[src/rtl/mux_seq_ctrl_pkg.sv]
// Shared types and default timing for the project-mux sequencing controller.
package mux_seq_ctrl_pkg;

  typedef enum logic [2:0] {
    S_IDLE,
    S_QUIESCE,
    S_SWITCH,
    S_HOLD,
    S_RUN
  } state_t;

  localparam int DRAIN_DEF    = 2;
  localparam int RST_HOLD_DEF = 8;
  localparam int CNT_W        = 8;

endpackage

[src/rtl/mux_seq_timer.sv]
// Loadable down-counter with zero flag; times both QUIESCE and HOLD.
module mux_seq_timer #(
  parameter int W = 8
) (
  input  logic         clk,
  input  logic         rst,
  input  logic         load,
  input  logic [W-1:0] load_val,
  input  logic         dec,
  output logic         zero
);

  logic [W-1:0] cnt_q, cnt_d;

  always_comb begin
    cnt_d = cnt_q;
    if (load)
      cnt_d = load_val;
    else if (dec && cnt_q != '0)
      cnt_d = cnt_q - 1'b1;
  end

  always_ff @(posedge clk or posedge rst) begin
    if (rst) cnt_q <= '0;
    else     cnt_q <= cnt_d;
  end

  assign zero = (cnt_q == '0);

endmodule

[src/rtl/mux_seq_ctrl.sv]
// Break-before-make switch sequencer for wrappers sharing one pad bus:
// gate inputs, drop ena, enable new wrapper under reset, then release.
module mux_seq_ctrl
  import mux_seq_ctrl_pkg::*;
#(
  parameter int NPROJ    = 16,
  parameter int SELW     = $clog2(NPROJ),
  parameter int DRAIN    = DRAIN_DEF,
  parameter int RST_HOLD = RST_HOLD_DEF
) (
  input  logic             clk,
  input  logic             rst,
  input  logic             sel_valid,
  output logic             sel_ready,
  input  logic [SELW-1:0]  sel_addr,
  input  logic             sel_off,
  output logic [NPROJ-1:0] ena,
  output logic             proj_rst_n,
  output logic             in_gate,
  output logic [SELW-1:0]  cur_addr,
  output logic             active,
  output logic             err
);

  localparam logic [SELW:0]    NPROJ_X  = (SELW+1)'(NPROJ);
  localparam logic [CNT_W-1:0] DRAIN_LD = CNT_W'(DRAIN - 1);
  localparam logic [CNT_W-1:0] HOLD_LD  = CNT_W'(RST_HOLD - 1);

  state_t            state_q, state_d;
  logic [SELW-1:0]   tgt_q, tgt_d, cur_addr_q, cur_addr_d;
  logic              off_q, off_d;
  logic              err_q, err_d, sel_ready_q, sel_ready_d;
  logic [NPROJ-1:0]  ena_q, ena_d, onehot;
  logic              proj_rst_n_q, proj_rst_n_d, in_gate_q, in_gate_d;
  logic              active_q, active_d;
  logic              t_load, t_dec, t_zero;
  logic [CNT_W-1:0]  t_val;
  logic              addr_bad;

  assign addr_bad = ({1'b0, sel_addr} >= NPROJ_X);

  mux_seq_timer #(.W(CNT_W)) u_timer (
    .clk      (clk),
    .rst      (rst),
    .load     (t_load),
    .load_val (t_val),
    .dec      (t_dec),
    .zero     (t_zero)
  );

  always_ff @(posedge clk or posedge rst) begin
    if (rst) state_q <= S_IDLE;
    else     state_q <= state_d;
  end

  always_comb begin
    state_d    = state_q;
    tgt_d      = tgt_q;
    off_d      = off_q;
    cur_addr_d = cur_addr_q;
    err_d      = 1'b0;
    t_load     = 1'b0;
    t_val      = '0;
    t_dec      = 1'b0;
    case (state_q)
      S_IDLE, S_RUN: begin
        if (sel_valid && sel_ready_q) begin
          if (!sel_off && addr_bad) begin
            err_d = 1'b1;
          end else begin
            state_d = S_QUIESCE;
            tgt_d   = sel_addr;
            off_d   = sel_off;
            t_load  = 1'b1;
            t_val   = DRAIN_LD;
          end
        end
      end
      S_QUIESCE: begin
        if (t_zero) state_d = S_SWITCH;
        else        t_dec   = 1'b1;
      end
      S_SWITCH: begin
        if (off_q) begin
          state_d = S_IDLE;
        end else begin
          state_d    = S_HOLD;
          cur_addr_d = tgt_q;
          t_load     = 1'b1;
          t_val      = HOLD_LD;
        end
      end
      S_HOLD: begin
        if (t_zero) state_d = S_RUN;
        else        t_dec   = 1'b1;
      end
      default: state_d = S_IDLE;
    endcase
    sel_ready_d = (state_d == S_IDLE) || (state_d == S_RUN);
  end

  always_comb begin
    onehot = '0;
    for (int i = 0; i < NPROJ; i++)
      if (cur_addr_q == SELW'(i)) onehot[i] = 1'b1;
  end

  // Pad-facing outputs follow state_q one edge later, so ena only
  // ever moves through an all-zero cycle (SWITCH) between projects.
  always_comb begin
    ena_d        = '0;
    proj_rst_n_d = 1'b0;
    in_gate_d    = 1'b1;
    active_d     = 1'b0;
    case (state_q)
      S_QUIESCE: ena_d = ena_q;
      S_HOLD:    ena_d = onehot;
      S_RUN: begin
        ena_d        = onehot;
        proj_rst_n_d = 1'b1;
        in_gate_d    = 1'b0;
        active_d     = 1'b1;
      end
      default: ;
    endcase
  end

  always_ff @(posedge clk or posedge rst) begin
    if (rst) begin
      tgt_q        <= '0;
      off_q        <= 1'b0;
      cur_addr_q   <= '0;
      err_q        <= 1'b0;
      sel_ready_q  <= 1'b1;
      ena_q        <= '0;
      proj_rst_n_q <= 1'b0;
      in_gate_q    <= 1'b1;
      active_q     <= 1'b0;
    end else begin
      tgt_q        <= tgt_d;
      off_q        <= off_d;
      cur_addr_q   <= cur_addr_d;
      err_q        <= err_d;
      sel_ready_q  <= sel_ready_d;
      ena_q        <= ena_d;
      proj_rst_n_q <= proj_rst_n_d;
      in_gate_q    <= in_gate_d;
      active_q     <= active_d;
    end
  end

  assign sel_ready  = sel_ready_q;
  assign ena        = ena_q;
  assign proj_rst_n = proj_rst_n_q;
  assign in_gate    = in_gate_q;
  assign cur_addr   = cur_addr_q;
  assign active     = active_q;
  assign err        = err_q;

endmodule
[config.mk]
export PLATFORM = sky130hd
export DESIGN_NAME = mux_seq_ctrl
export DESIGN_NICKNAME = d
export VERILOG_FILES = /design/src/rtl/mux_seq_ctrl_pkg.sv /design/src/rtl/mux_seq_timer.sv /design/src/rtl/mux_seq_ctrl.sv
export SDC_FILE = /design/constraint.sdc
export NUM_CORES = 1
export LEC_CHECK = 0
export CAP_MARGIN = 20
export CORE_MARGIN = 1.5
export CORE_UTILIZATION = 46
export DETAILED_ROUTE_END_ITERATION = 6
export PLACE_DENSITY = 0.8
export SYNTH_ARGS = -nofsm -noshare
export SYNTH_HDL_FRONTEND = slang
export SYNTH_SLANG_ARGS = --single-unit
[constraint.sdc]
create_clock -name clk -period 1.8 [get_ports clk]
set_input_delay 0.18 -clock clk [delete_from_list [all_inputs] [get_ports clk]]
set_output_delay 0.18 -clock clk [all_outputs]
set_load 0.005 [all_outputs]
==> impl_metrics.toml, run 1 <==
[power]
power.total_mw = 3.48
power.density_nw_per_um2 = 1530
power.leakage_nw = 0.996
irDropWorstVdd_v = 0.000930

[route]
via_per_inst = 5.41
wl_um = 3420
drc = 0
drtIter0Drc = 72
num_vias = 1298
drt-wirelength-per-cell_um = 14.2
ant_nets = 0
drtPass1Iterations = 4

[synthesis]
synth-main-ff-cell = "dfrtp_1"
yosys_warnings = 0
ys_seq_area_share_pct = 56.8
synth-async-reset-ratio_pct = 100
syn_area_um2 = 1720
ys_types = 42
synth_nets = 159
syn_inst = 150
synth-edff-count = 0
synth_seq_cells = 39
synth_area_per_cell_um2 = 11.5

[floorplanning]
coreArea_um2 = 3630
die_w_um = 64.2
fp.dieH_um = 64.2
die-area_um2 = 4120
io_pins = 33
start_util_pct = 47.4
std_cell_rows = 22

[cells_and_area]
area_growth_syn_to_layout_pct = 32.4
mostFrequentLayoutCell = "dfrtp_1"
nets = 200
layout-drive-gt1-share_pct = 17.2
fill_cells = 305
n_antenna_cell = 0
fin_area_um2 = 2280
final_cell_mix = "37 x dfrtp_1, 31 x clkdlybuf4s50_1, 21 x nand2_1"

[global_route]
grt_antenna_before_repair = 0
grt_pass1_vias = 1296
grt_use_total_pct = 18.1
grt_overflow = 0
grt_pass1_wl_um = 5690
grt_max_degree = 40

[place]
dp_hpwl_um = 2470
place_congestion = 0.905
place_area_um2 = 2120
io_buffers = 31

[clocking]
clk_pin_slew_ps = 70
h-tree-depth = 2
clock_latency_ps = 290
clock_path_buffers = 2
cts_buffers = 5
cts_tree = "yes"
clock_sinks = 39
cts_root_buf = "clkbuf_8"
hold_buffers = 0

[timing]
fin_crit_ps = 1750
final_hold_viol_count = 0
post-route-period-util_pct = 97.3
finalMaxSlewViolations = 0
fmax_mhz = 571
finalSetupViolCount = 0
skew_ps = 3.94

[critical_path]
crit_arrival_ps = 1930
start_kind = "flip-flop"
required_ps = 1980
critPathKind = "reg2reg"
crit_path_max_fanout = 3
end_kind = "flip-flop"

[run_status]
status = "finished clean"

[hold_path]
holdCritPathClass = "in2async"

[flow_run]
cap_violations = 0
## per-layer routing
layer  global-route usage [%]  vias up  share of wire, %
met5                        0        -                 0
met4                     7.71        0               1.9
met3                     4.75        8               4.4
met2                     31.5       29                52
met1                     21.1      647                42
li1                         -      614                 -
## worst paths after layout
check | from | to | slack [ps] | depth (start not counted)
max in group asynchronous | rst | sel_ready | 1140 | 3
setup / recovery | u_timer.cnt_q[1] | u_timer.cnt_q[2] | 50 | 6
min in group clk | tgt_q[1] | cur_addr[1] | 470 | 2
setup reg to reg | u_timer.cnt_q[1] | u_timer.cnt_q[2] | 50 | 6
hold / removal | rst | ena[15] | 310 | 3
hold reg to reg | tgt_q[1] | cur_addr[1] | 470 | 2
## state kept, by name (all words and copies together), names as in the netlist, 3 cells and up
signal         cells
tgt_q              4
cur_addr           4
u_timer.cnt_q      8
ena               16
state_q            3
## worst max-delay path, cell delays in order (launching register included)
cell and delay (ps):
dfrtp_1 390, inv_1 70, ha_1 180, or4b_4 510, o21ai_2 150, nor3b_1 70
a211o_1 270
## cell families (layout without fill, tap and decap cells)
kind of cell,Yosys count,in the layout,synth area share [%]
buffers and inverters,13,55,3.34
flip-flops,39,39,56.8
AND/OR/NAND/NOR,55,55,18.5
adder cells (fa/ha/maj),1,1,0.727
multiplexers,5,5,3.27
XOR/XNOR,6,6,3.05
other,1,1,0.218
AO/OA/AOI/OAI,30,30,14.1
## stage by stage
step	utilization (%)	hold slack, ps	setup TNS (ps)	worst slack (ps)	cells
2_1_floorplan	-	315	0	21.3	150
5_1_grt	62.7	347	-17.1	-17.1	240
4_1_cts	61.7	323	0	38.5	239
3_5_place_dp	58.5	456	0	50.2	231
6_report	62.7	307	0	48.4	240
3_3_place_gp	58.5	450	0	135	231
## synth_stat cells, types with 3 or more instances
master / instances / area, µm²
clkbuf_1: 4 / 15.0
nor3b_2: 3 / 37.5
a32o_1: 3 / 30.0
mux2_1: 5 / 56.3
o21ai_1: 4 / 20.0
a22o_1: 10 / 87.6
inv_1: 6 / 22.5
dfrtp_1: 37 / 926
xnor2_1: 5 / 43.8
nor2_1: 11 / 41.3
nand2_1: 21 / 78.8
nor2b_1: 3 / 18.8
## report_power, final
part | switching, mW | internal (mW) | total, mW
Clock | 0.294 | 0.448 | 0.742
Sequential | 0.279 | 1.13 | 1.40
Combinational | 0.683 | 0.653 | 1.34
Total | 1.26 | 2.23 | 3.48
## timing repair
action	CTS	global route
resized for setup	0	5
setup buffers	0	1
endpoints found under the setup margin	0	4
## final cells by class
class / count / area [µm²] / area share, %
clock buffer: 6 / 82.6 / 3.62
clock inverter: 2 / 35.0 / 1.54
inverter: 6 / 22.5 / 0.988
multi-input combinational: 98 / 716 / 31.4
sequential: 39 / 978 / 42.9
tap: 48 / 60.1 / 2.63
timing repair buffer: 41 / 385 / 16.9
No activity file was read; power rests on OpenSTA's default activity.
==> run 2, diff against run 1 <==
- SYNTH_HIERARCHICAL: not set -> 1
==> run 2 against run 1 <==
Effect of this change:
- the run now ends with setup timing left
- setup slack got worse by 270 ps
- sequential power barely moved
- non-clock buffer count rose by 12
- hold slack got worse by 130 ps
- register-to-register slack got worse by 270 ps
- largest power group is now combinational logic
- clock power fell by 23%
- critical path depth rose by 3
- combinational power rose by 20%
- fmax fell by 13%
- final cell count rose by 2.9%
- cell area rose by 6.3%
==> impl_metrics.toml, run 2 <==
[synthesis]
yosys_warnings = 6
synth_area_per_cell_um2 = 12.5
synth-async-reset-ratio_pct = 100
syn_area_um2 = 1760
synth_seq_cells = 39
synth-edff-count = 0
synthSimpleGateAreaFrac_pct = 14.3
synth_compound_gate_area_share_pct = 15.6
synth_top_cells_by_area = "dfrtp_1 53%, a32o_1 9.7%, mux2_2 5.8%, dfstp_2 3.0%, nor2b_1 2.5%"
synth.most_common_cell = "dfrtp_1"
synth_top_area_share_pct = 52.7
synthMuxAreaShare_pct = 6.41
synth_top_family_by_area = "compound AO/OA/AOI/OAI gates"
ys_seq_area_share_pct = 55.7
ys_types = 42
synthAdderAreaFrac_pct = 1.43
yosys-top-cells-count = "37 x dfrtp_1, 17 x a32o_1, 9 x mux2_2, 9 x nand2_1, 7 x nor2b_1"
syn_inst = 140
synth_top_area_cell = "dfrtp_1"
synth-xor-area-share_pct = 2.49
synth-main-ff-cell = "dfrtp_1"

[timing]
layout_setup_ws_ps = -225
fin_setup_tns_ps = -1050
finalMaxSlewViolations = 0
skew_ps = 8.66
hold-worst-slack_ps = 181
finalSetupViolCount = 10
rsz0062_at_grt = "true"
post-route-period-util_pct = 112
fmax_mhz = 494
final_hold_viol_count = 0
fin_crit_ps = 2020

[route]
num_vias = 1360
drt-wirelength-per-cell_um = 16.0
top_layer = "met4"
wl_met1_um = 1670
drc = 0
wl_met3_um = 176
via_per_inst = 5.51
met2WireLength_um = 2020
wl_um = 3960
drtIter0Drc = 90
drtPass1Iterations = 4
ant_nets = 0

[critical_path]
required_ps = 1980
start_kind = "flip-flop"
reg2reg_from = "u_timer/cnt_q[0]"
cp_cell_sequence = "inv_2 -> ha_4 -> or4b_4 -> nor2_4 -> nor3b_4 -> nor3b_4 -> nand4_1 -> xor2_1 -> o21ai_1"
crit_path_max_fanout = 4
critPathKind = "reg2reg"
cpMostUsedCell = "nor3b_4"
crit_arrival_ps = 2200
reg2reg_slack_ps = -220
r2r_cells = 9
path_delay_family = "simple AND/OR/NAND/NOR gates"
end_kind = "flip-flop"
rr_endpoint = "u_timer/cnt_q[7]"
cp_slowest_stage_delay_ps = 500
crit_slowest_cell = "or4b_4"
critPathBufInv = 1

[run_status]
violations = "setup timing"
status = "complete, but fails checks"

[clocking]
hold_buffers = 0
clk_pin_slew_ps = 80
h-tree-depth = 2
cts_buffers = 5
cts_root_buf = "clkbuf_8"
clock_sinks = 39
clock_latency_ps = 290
cts_tree = "yes"
clock_path_buffers = 2

[place]
place_area_um2 = 2250
dp_hpwl_um = 2730
place_inst = 233
io_buffers = 31
place_congestion = 0.795

[power]
irDropWorstVdd_v = 0.000769
power.leakage_nw = 1.06
power.density_nw_per_um2 = 1460
power.total_mw = 3.54

[cells_and_area]
layout-drive-gt1-share_pct = 29.1
final_cell_mix = "37 x dfrtp_1, 31 x clkdlybuf4s50_1, 21 x buf_4"
stdcell_count = 247
largest_reg_flops = 16
nets = 208
fill_cells = 255
mostFrequentLayoutCell = "dfrtp_1"
n_antenna_cell = 0
area_growth_syn_to_layout_pct = 38.0
fin_area_um2 = 2420

[global_route]
grt_use_total_pct = 20.2
grt_pass1_vias = 1326
grt_max_degree = 32
grt_antenna_before_repair = 0
grt_pass1_wl_um = 6310
grt_overflow = 0

[floorplanning]
fp.dieH_um = 64.8
std_cell_rows = 22
coreArea_um2 = 3660
start_util_pct = 47.9
io_pins = 33
die-area_um2 = 4200
die_w_um = 64.8

[flow_run]
cap_violations = 0

[hold_path]
holdCritPathClass = "in2async"
-- run 2: worst max-delay path by stage --
stage	start	endpoint	slack, ps	depth (start not counted)
finish	u_timer/cnt_q[0]	u_timer/cnt_q[7]	-220	9
global route	u_timer/cnt_q[1]	u_timer/cnt_q[7]	-290	9
global placement	u_timer/cnt_q[1]	u_timer/cnt_q[7]	-7	9
floorplan	u_timer/cnt_q[1]	u_timer/cnt_q[7]	-50	9
CTS	u_timer/cnt_q[1]	u_timer/cnt_q[1]	-100	8
detailed placement	u_timer/cnt_q[1]	u_timer/cnt_q[3]	-130	9
-- run 2: kinds of logic (layout without fill, tap and decap cells) --
kind of cell	count (synthesis)	after routing
flops	39	39
xor+xnor	5	5
buf+inv	12	66
compound gates	33	33
simple gates	38	38
fa+ha+maj	2	2
mux	10	10
other cells	1	6
-- run 2: layout make-up --
cell class / count / area (µm²) / share of cell area [%]
Timing Repair Buffer: 53 / 479 / 19.8
Clock buffer: 7 / 76.3 / 3.15
Clock inverter: 1 / 5.00 / 0.207
Inverter: 5 / 18.8 / 0.775
Sequential cell: 39 / 978 / 40.4
Multi-Input combinational cell: 94 / 805 / 33.2
Tap cell: 48 / 60.1 / 2.48
-- run 2: metal layers --
layer / vias to the layer above / global-route usage (%)
met5: - / 0
met4: 0 / 6.38
met3: 12 / 5.73
met2: 43 / 34.5
met1: 675 / 24.5
li1: 630 / -
-- run 2: power breakdown --
part	total [mW]	leakage (nW)	internal, mW	switching, mW
sequential	1.37	0.507	1.13	0.238
combinational	1.61	0.508	0.865	0.744
clock	0.569	0.0422	0.272	0.297
-- run 2: repair_timing --
action | in CTS | in global routing
buffers inserted | 2 | 4
pin swaps | 0 | 3
resized for setup | 3 | 5
endpoints found under the setup margin | 8 | 11
-- run 2: metrics by stage --
step           utilization [%]  setup slack [ps]
2_1_floorplan                -             -52.1
3_3_place_gp              61.5             -6.64
3_5_place_dp              61.5              -133
4_1_cts                   64.7             -97.5
5_1_grt                   66.2              -291
6_report                  66.2              -225
